<file path="src/rtl/msx_cart_reconfig_seq_pkg.sv">
// Shared MSX cartridge types and the reconfiguration sequencer state encoding.
// The state enum is kept here so debug taps elsewhere can decode it.
package msx_cart_reconfig_seq_pkg;

    typedef enum logic [2:0] {
        CART_TYP_ROM      = 3'd0,
        CART_TYP_SCC      = 3'd1,
        CART_TYP_SCC_PLUS = 3'd2,
        CART_TYP_FM_PAC   = 3'd3,
        CART_TYP_MFRSD    = 3'd4,
        CART_TYP_GM2      = 3'd5,
        CART_TYP_FDC      = 3'd6,
        CART_TYP_EMPTY    = 3'd7
    } cart_typ_t;

    typedef enum logic [2:0] {
        ST_IDLE   = 3'd0,
        ST_SETTLE = 3'd1,
        ST_LOAD_A = 3'd2,
        ST_WAIT_A = 3'd3,
        ST_LOAD_B = 3'd4,
        ST_WAIT_B = 3'd5,
        ST_HOLD   = 3'd6
    } reconfig_state_t;

    function automatic int cnt_width(input int max_val);
        return $clog2(max_val) + 1;
    endfunction

    function automatic int max2(input int a, input int b);
        return (a > b) ? a : b;
    endfunction

endpackage

</file>
<file path="src/rtl/msx_seq_counter.sv">
// Clear/load/saturating up-counter with a terminal-count compare against a limit.
module msx_seq_counter #(
    parameter int WIDTH = 8
) (
    input  logic             clk,
    input  logic             rst,
    input  logic             clr,
    input  logic             load,
    input  logic [WIDTH-1:0] load_val,
    input  logic             en,
    input  logic [WIDTH-1:0] limit,
    output logic             tc
);

    logic [WIDTH-1:0] count;

    always_ff @(posedge clk or posedge rst) begin
        if (rst) begin
            count <= '0;
        end else if (clr) begin
            count <= '0;
        end else if (load) begin
            count <= load_val;
        end else if (en && (count != {WIDTH{1'b1}})) begin
            count <= WIDTH'(count + 1'b1);
        end
    end

    assign tc = (count == limit);

endmodule

</file>
<file path="src/rtl/msx_cart_reconfig_seq.sv">
// Cartridge reconfiguration sequencer: debounce config change, hold core reset,
// reload slot A then slot B via req/ack, then release reset. Optional load
// watchdog is enabled with `define CART_SEQ_TIMEOUT_EN.
//
// state     | meaning
// ----------+------------------------------------------------------------
// IDLE      | core running, watching for config change
// SETTLE    | core in reset, waiting for SETTLE_CYCLES of quiet
// LOAD_A    | decide whether slot A needs a reload
// WAIT_A    | load_req high for slot A, waiting for load_ack
// LOAD_B    | decide whether slot B needs a reload
// WAIT_B    | load_req high for slot B, waiting for load_ack
// HOLD      | keep core in reset HOLD_CYCLES after the last load
module msx_cart_reconfig_seq
    import msx_cart_reconfig_seq_pkg::*;
#(
    parameter int SETTLE_CYCLES  = 1024,
    parameter int HOLD_CYCLES    = 64,
    parameter int TIMEOUT_CYCLES = 65536
) (
    input  logic       clk,
    input  logic       reset,
    input  logic       reset_request,
    input  logic       cart_changed,
    input  logic [2:0] cart_typ [2],
    output logic       load_req,
    output logic       load_slot,
    input  logic       load_ack,
    output logic       msx_reset,
    output logic       busy,
    output logic [1:0] load_timeout
);

    if (SETTLE_CYCLES < 1 || HOLD_CYCLES < 1 || TIMEOUT_CYCLES < 1) begin : g_bad_params
        $error("msx_cart_reconfig_seq: cycle parameters must be >= 1");
    end

    localparam int CW = cnt_width(max2(SETTLE_CYCLES, HOLD_CYCLES));
    localparam logic [CW-1:0] SETTLE_LIM = CW'(SETTLE_CYCLES - 1);
    localparam logic [CW-1:0] HOLD_LIM   = CW'(HOLD_CYCLES - 1);

    reconfig_state_t state, state_nxt;
    logic            change;
    logic            pending;
    logic            waiting;
    logic            to_expire;
    logic            sh_clr, sh_en, sh_tc;
    logic [CW-1:0]   sh_limit;

    assign change  = reset_request | cart_changed;
    assign waiting = (state == ST_WAIT_A) || (state == ST_WAIT_B);

    always_ff @(posedge clk or posedge reset) begin
        if (reset) begin
            state <= ST_LOAD_A;
        end else begin
            state <= state_nxt;
        end
    end

    always_comb begin
        state_nxt = state;
        case (state)
            ST_IDLE:   if (change) state_nxt = ST_SETTLE;
            ST_SETTLE: if (!change && sh_tc) state_nxt = ST_LOAD_A;
            ST_LOAD_A: state_nxt = (cart_typ[0] == CART_TYP_EMPTY) ? ST_LOAD_B : ST_WAIT_A;
            ST_WAIT_A: if (load_ack || to_expire) state_nxt = ST_LOAD_B;
            ST_LOAD_B: state_nxt = (cart_typ[1] == CART_TYP_EMPTY) ? ST_HOLD : ST_WAIT_B;
            ST_WAIT_B: if (load_ack || to_expire) state_nxt = ST_HOLD;
            ST_HOLD: begin
                // a change landing in the expiry cycle still forces another pass
                if (sh_tc) state_nxt = (pending || change) ? ST_SETTLE : ST_IDLE;
            end
            default:   state_nxt = ST_LOAD_A;
        endcase
    end

    // Outputs decode straight from state so an async reset drops load_req at once.
    assign load_req  = waiting;
    assign load_slot = (state == ST_LOAD_B) || (state == ST_WAIT_B);
    assign msx_reset = (state != ST_IDLE);
    assign busy      = (state != ST_IDLE);

    always_ff @(posedge clk or posedge reset) begin
        if (reset) begin
            pending <= 1'b0;
        end else if ((state == ST_HOLD) && sh_tc) begin
            pending <= 1'b0;
        end else if (change && (state inside {ST_LOAD_A, ST_WAIT_A, ST_LOAD_B, ST_WAIT_B, ST_HOLD})) begin
            pending <= 1'b1;
        end
    end

    // One counter serves both SETTLE and HOLD; it restarts on every state change.
    assign sh_clr   = (state_nxt != state) || ((state == ST_SETTLE) && change);
    assign sh_en    = (state == ST_SETTLE) || (state == ST_HOLD);
    assign sh_limit = (state == ST_HOLD) ? HOLD_LIM : SETTLE_LIM;

    msx_seq_counter #(
        .WIDTH (CW)
    ) u_settle_hold_cnt (
        .clk      (clk),
        .rst      (reset),
        .clr      (sh_clr),
        .load     (1'b0),
        .load_val ({CW{1'b0}}),
        .en       (sh_en),
        .limit    (sh_limit),
        .tc       (sh_tc)
    );

`ifdef CART_SEQ_TIMEOUT_EN
    localparam int TW = cnt_width(TIMEOUT_CYCLES);
    localparam logic [TW-1:0] TIMEOUT_LIM = TW'(TIMEOUT_CYCLES - 1);

    logic       to_tc;
    logic [1:0] timeout_q;

    msx_seq_counter #(
        .WIDTH (TW)
    ) u_timeout_cnt (
        .clk      (clk),
        .rst      (reset),
        .clr      (state_nxt != state),
        .load     (1'b0),
        .load_val ({TW{1'b0}}),
        .en       (waiting),
        .limit    (TIMEOUT_LIM),
        .tc       (to_tc)
    );

    assign to_expire = waiting && to_tc;

    // An ack arriving in the expiry cycle wins; the slot is not flagged.
    always_ff @(posedge clk or posedge reset) begin
        if (reset) begin
            timeout_q <= 2'b00;
        end else if (to_expire && !load_ack) begin
            if (state == ST_WAIT_A) timeout_q[0] <= 1'b1;
            else                    timeout_q[1] <= 1'b1;
        end
    end

    assign load_timeout = timeout_q;
`else
    assign to_expire    = 1'b0;
    assign load_timeout = 2'b00;
`endif

endmodule

</file>
<file path="config.mk">
export PLATFORM = sky130hd
export DESIGN_NAME = msx_cart_reconfig_seq
export DESIGN_NICKNAME = d
export VERILOG_FILES = /design/src/rtl/msx_cart_reconfig_seq_pkg.sv /design/src/rtl/msx_seq_counter.sv /design/src/rtl/msx_cart_reconfig_seq.sv
export SDC_FILE = /design/constraint.sdc
export NUM_CORES = 1
export LEC_CHECK = 0
export BUFFER_PORTS_ARGS = -buffer_cell sky130_fd_sc_hd__buf_2
export CORE_MARGIN = 1.5
export CORE_UTILIZATION = 57
export DETAILED_ROUTE_END_ITERATION = 12
export GPL_TIMING_DRIVEN = 1
export HOLD_SLACK_MARGIN = 0.02
export PLACE_DENSITY = 0.79
export SETUP_SLACK_MARGIN = 0.1
export SLEW_MARGIN = 0
export SYNTH_ARGS = -nofsm -noshare
export SYNTH_HDL_FRONTEND = slang
export SYNTH_HIERARCHICAL = 1
export SYNTH_SLANG_ARGS = --single-unit
</file>
<file path="constraint.sdc">
create_clock -name clk -period 3.8 [get_ports clk]
set_input_delay 0.76 -clock clk [delete_from_list [all_inputs] [get_ports clk]]
set_output_delay 0.76 -clock clk [all_outputs]
set_load 0.01 [all_outputs]
</file>
==> results.md <==
* Drt first pass iters at 4
* Clock share of power at 10.0%
* Setup crit start kind: flip-flop
* RR Startpoint: state[1]$_DFF_PP1_
* Max VDD drop at around 0.58 mV
* Core Region at between 2000 and 2500 um^2
* Synthesized flop and latch total at 15
* CTS Buffer Depth at 2
* Vias per cell at 5.678
* Comb pwr share at between 50% and 60%
* Initial antenna violation count at 0
* Synth cell count leaders: dfrtp_1 (14), nor2_1 (14), xnor2_1 (11)
* Post-CTS Setup Bufs at 0
* Crit path cell chain: inv_2 > nor2_1 > nand2_1 > xnor2_1 > nand3_1 > nor3_1 > nand2b_1 > a21oi_1 > a31oi_2 > o221ai_1 > o21a_1 > a311oi_1
* Routed vias at about 1200
* H-tree depth at 1
* Port Buffers at 14
* Sw frac at between 40% and 50%
* Total grt overflow at 0
* Die height at between 50 and 60 um
* Ports at 17
* Final net count at 191
* Starting Density at 62.68%
* Worst min-delay path class: primary input to asynchronous set/reset pin
* Final setup viols at 0
* CTS tree: yes
* Worst skew pair latency at 0.27 ns
* Clk sinks at 15
* Drt wl/cell at 13.40 um
* Largest cells by area after synthesis: dfrtp_1 (27%), xnor2_1 (7.5%), nor2_1 (4.1%)
* Post-CTS sizing at 0
* Clock-pin slew on the worst setup and hold paths at approximately 0.09 ns
* HPWL Detailed at around 2.2 mm
* CP required at between 3 and 4 ns
* CP top delay family: simple AND/OR/NAND/NOR gates
* Die area at 2539 um^2
* Antenna Cells at 0
* CP Max Fanout at 11
* Num rows at 16
* Final Max Slew Viols at 0
* Setup WS pre-CTS at ~0.55 ns
* Fin Setup TNS at 0 ns
* Final WL at approximately 2.7 mm
* PnR Total Power at roughly 0.89 mW
* Largest area contributor in the netlist: dfrtp_1
* Worst Setup SP: state[1]$_DFF_PP1_
* Area growth syn-to-layout at 9.189%
* Synth Flop Type: dfrtp_1
* Total GRT Usage at 23.83%
* Worst Path Buf+Inv at 1
* Asr flop ratio synth at 100.0%
* Global-route wire length before repair at 4.602 mm
* Final Hold Viols at 0
* Psw at 0.4282 mW
* Largest net degree at the start of global routing at 18
* Synthesized area per cell at around 8.4 um^2
* Crit end category: flip-flop
* # DRC at 0
* Register share of total power at between 30 and 40%
* Min Hold Slack at ~0.35 ns
* Fin crit period at around 3.3 ns
* Static leakage at roughly 0.57 nW
* Max cap viols at 0
* Final Cycle Share at roughly 87%
* Post-Synthesis Cells at about 150
* Synth Cell Area at approximately 1300 um^2
* Vias in the first global route at around 1000
* GPL Wtd Cong at between 0.9 and 1
* RSZ-0062 raised after global routing: false
* Area share of the largest cell type after synthesis at about 27%
* Status: finished, final reports clean
* CTS Hold Bufs at 0
* Internal power at 0.4621 mW
* EDFF count, synth at 0
* Clock skew at approximately 0.0049 ns
* CTS Buf Count at 3
* DRT antenna net count at 0
* CP max stage cell: dfstp_2
* Yosys cell types at 50
* Syn. warnings at 6
* Die width at 50.39 um
* Worst stage delay on the critical path at 0.63 ns
* Worst setup margin at between 0.5 and 0.6 ns
* Slew margin rel. at 59.39%
* Share of layout cells above drive strength 1 at around 15%
* Root buffer cell: clkbuf_4
* Pwr dens at 637.0 nW/um^2
* Worst EP arrival at 3.46 ns
* Peak Freq at slightly above 0.3 GHz
* Post-synthesis sequential area ratio at 29.42%
* Initial DRC Count at 22
* Worst-Margin Slew at 0.6045 ns
* CP Class: flip-flop to flip-flop
==> state kept, by name (all words and copies together), names as in the netlist <==
signal,flops
u_settle_hold_cnt/count,11
pending,1
state,3
==> per-stage QoR <==
stage	std cells	instance area, um^2	util, %
final	205	1398	68.44
after detailed placement	201	1371	67.16
after CTS	205	1398	68.44
after global placement	201	1371	67.16
after global routing	205	1398	68.44
after floorplan	171	1351	-
==> kinds of logic (layout without fill, tap and decap cells) <==
| kind of cell | count (synthesis) | count (layout) | share of synthesized area [%] |
|---|---|---|---|
| and+or+nand+nor | 56 | 56 | 24.83 |
| AOI/OAI and AO/OA | 44 | 44 | 25.22 |
| buffers and inverters | 20 | 27 | 9.188 |
| DFF | 15 | 15 | 29.42 |
| xor gates and xnor gates | 12 | 12 | 8.211 |
| other | 2 | 21 | 0.5867 |
| muxes | 2 | 2 | 1.564 |
| adders and majority gates | 1 | 1 | 0.9774 |
==> final cells by class <==
cell class,instances,area (um^2)
clock buffers,4,26.28
flip-flops and latches,15,376.6
well taps,27,33.78
multi-input cells,136,857.1
repair buffers,14,70.07
inverters,9,33.78
fillers,185,644.4
==> final timing paths <==
| kind | to | slack, ns | depth (start not counted) |
|---|---|---|---|
| worst min-delay path | state[0]$_DFF_PP0_ | 0.35 | 2 |
| worst min register to register | pending$_DFFE_PP0P_ | 0.60 | 2 |
| worst max register to register | u_settle_hold_cnt/count[7]$_DFFE_PP0P_ | 0.51 | 12 |
| min in group clk | pending$_DFFE_PP0P_ | 0.60 | 2 |
| max in group asynchronous | u_settle_hold_cnt/count[6]$_DFFE_PP0P_ | 3.02 | 2 |
| worst max-delay path | u_settle_hold_cnt/count[7]$_DFFE_PP0P_ | 0.51 | 12 |
==> worst register-to-register path, cell delays in order, from the launching register on <==
cell and delay (ns):
dfstp_2 0.63, inv_2 0.10, nor2_1 0.16, nand2_1 0.19
xnor2_1 0.21, nand3_1 0.11, nor3_1 0.54, nand2b_1 0.18
a21oi_1 0.08, a31oi_2 0.19, o221ai_1 0.14, o21a_1 0.33
a311oi_1 0.31
==> power groups by stage <==
stage / combinational (mW) / clock, mW / sequential, mW
3_5_place_dp: 0.453 / 0 / 0.345
3_3_place_gp: 0.439 / 0 / 0.341
5_1_grt: 0.515 / 0.0990 / 0.357
4_1_cts: 0.457 / 0.0934 / 0.341
6_report: 0.456 / 0.0888 / 0.345
2_1_floorplan: 0.462 / 0 / 0.279
==> layer usage <==
metal	track usage, %	wire length (um)	up-vias
met3	2.679	157	4
met2	36.62	1258	38
met4	5.405	19	0
met1	36.02	1312	530
li1	-	-	592
met5	0	0	-
==> placed cells by master, fill, tap and decap left out, types with 2 or more instances in the layout <==
master,synthesis,final
a21oi_1,8,8
and2_1,3,3
conb_1,2,21
nand3_1,6,6
a211oi_1,4,4
xnor2_1,11,11
nor3_1,2,2
or3_1,2,2
o31ai_1,3,3
or4_1,2,2
clkbuf_4,0,3
mux2i_1,2,2
inv_1,8,8
o21a_1,2,2
nand2b_1,3,3
o31a_1,3,3
nor2_1,14,14
o21ai_0,8,8
nand4_1,5,5
buf_2,1,14
a311oi_1,4,4
nand2_1,10,10
dfrtp_1,14,14
No activity file was read; power rests on OpenSTA's default activity.
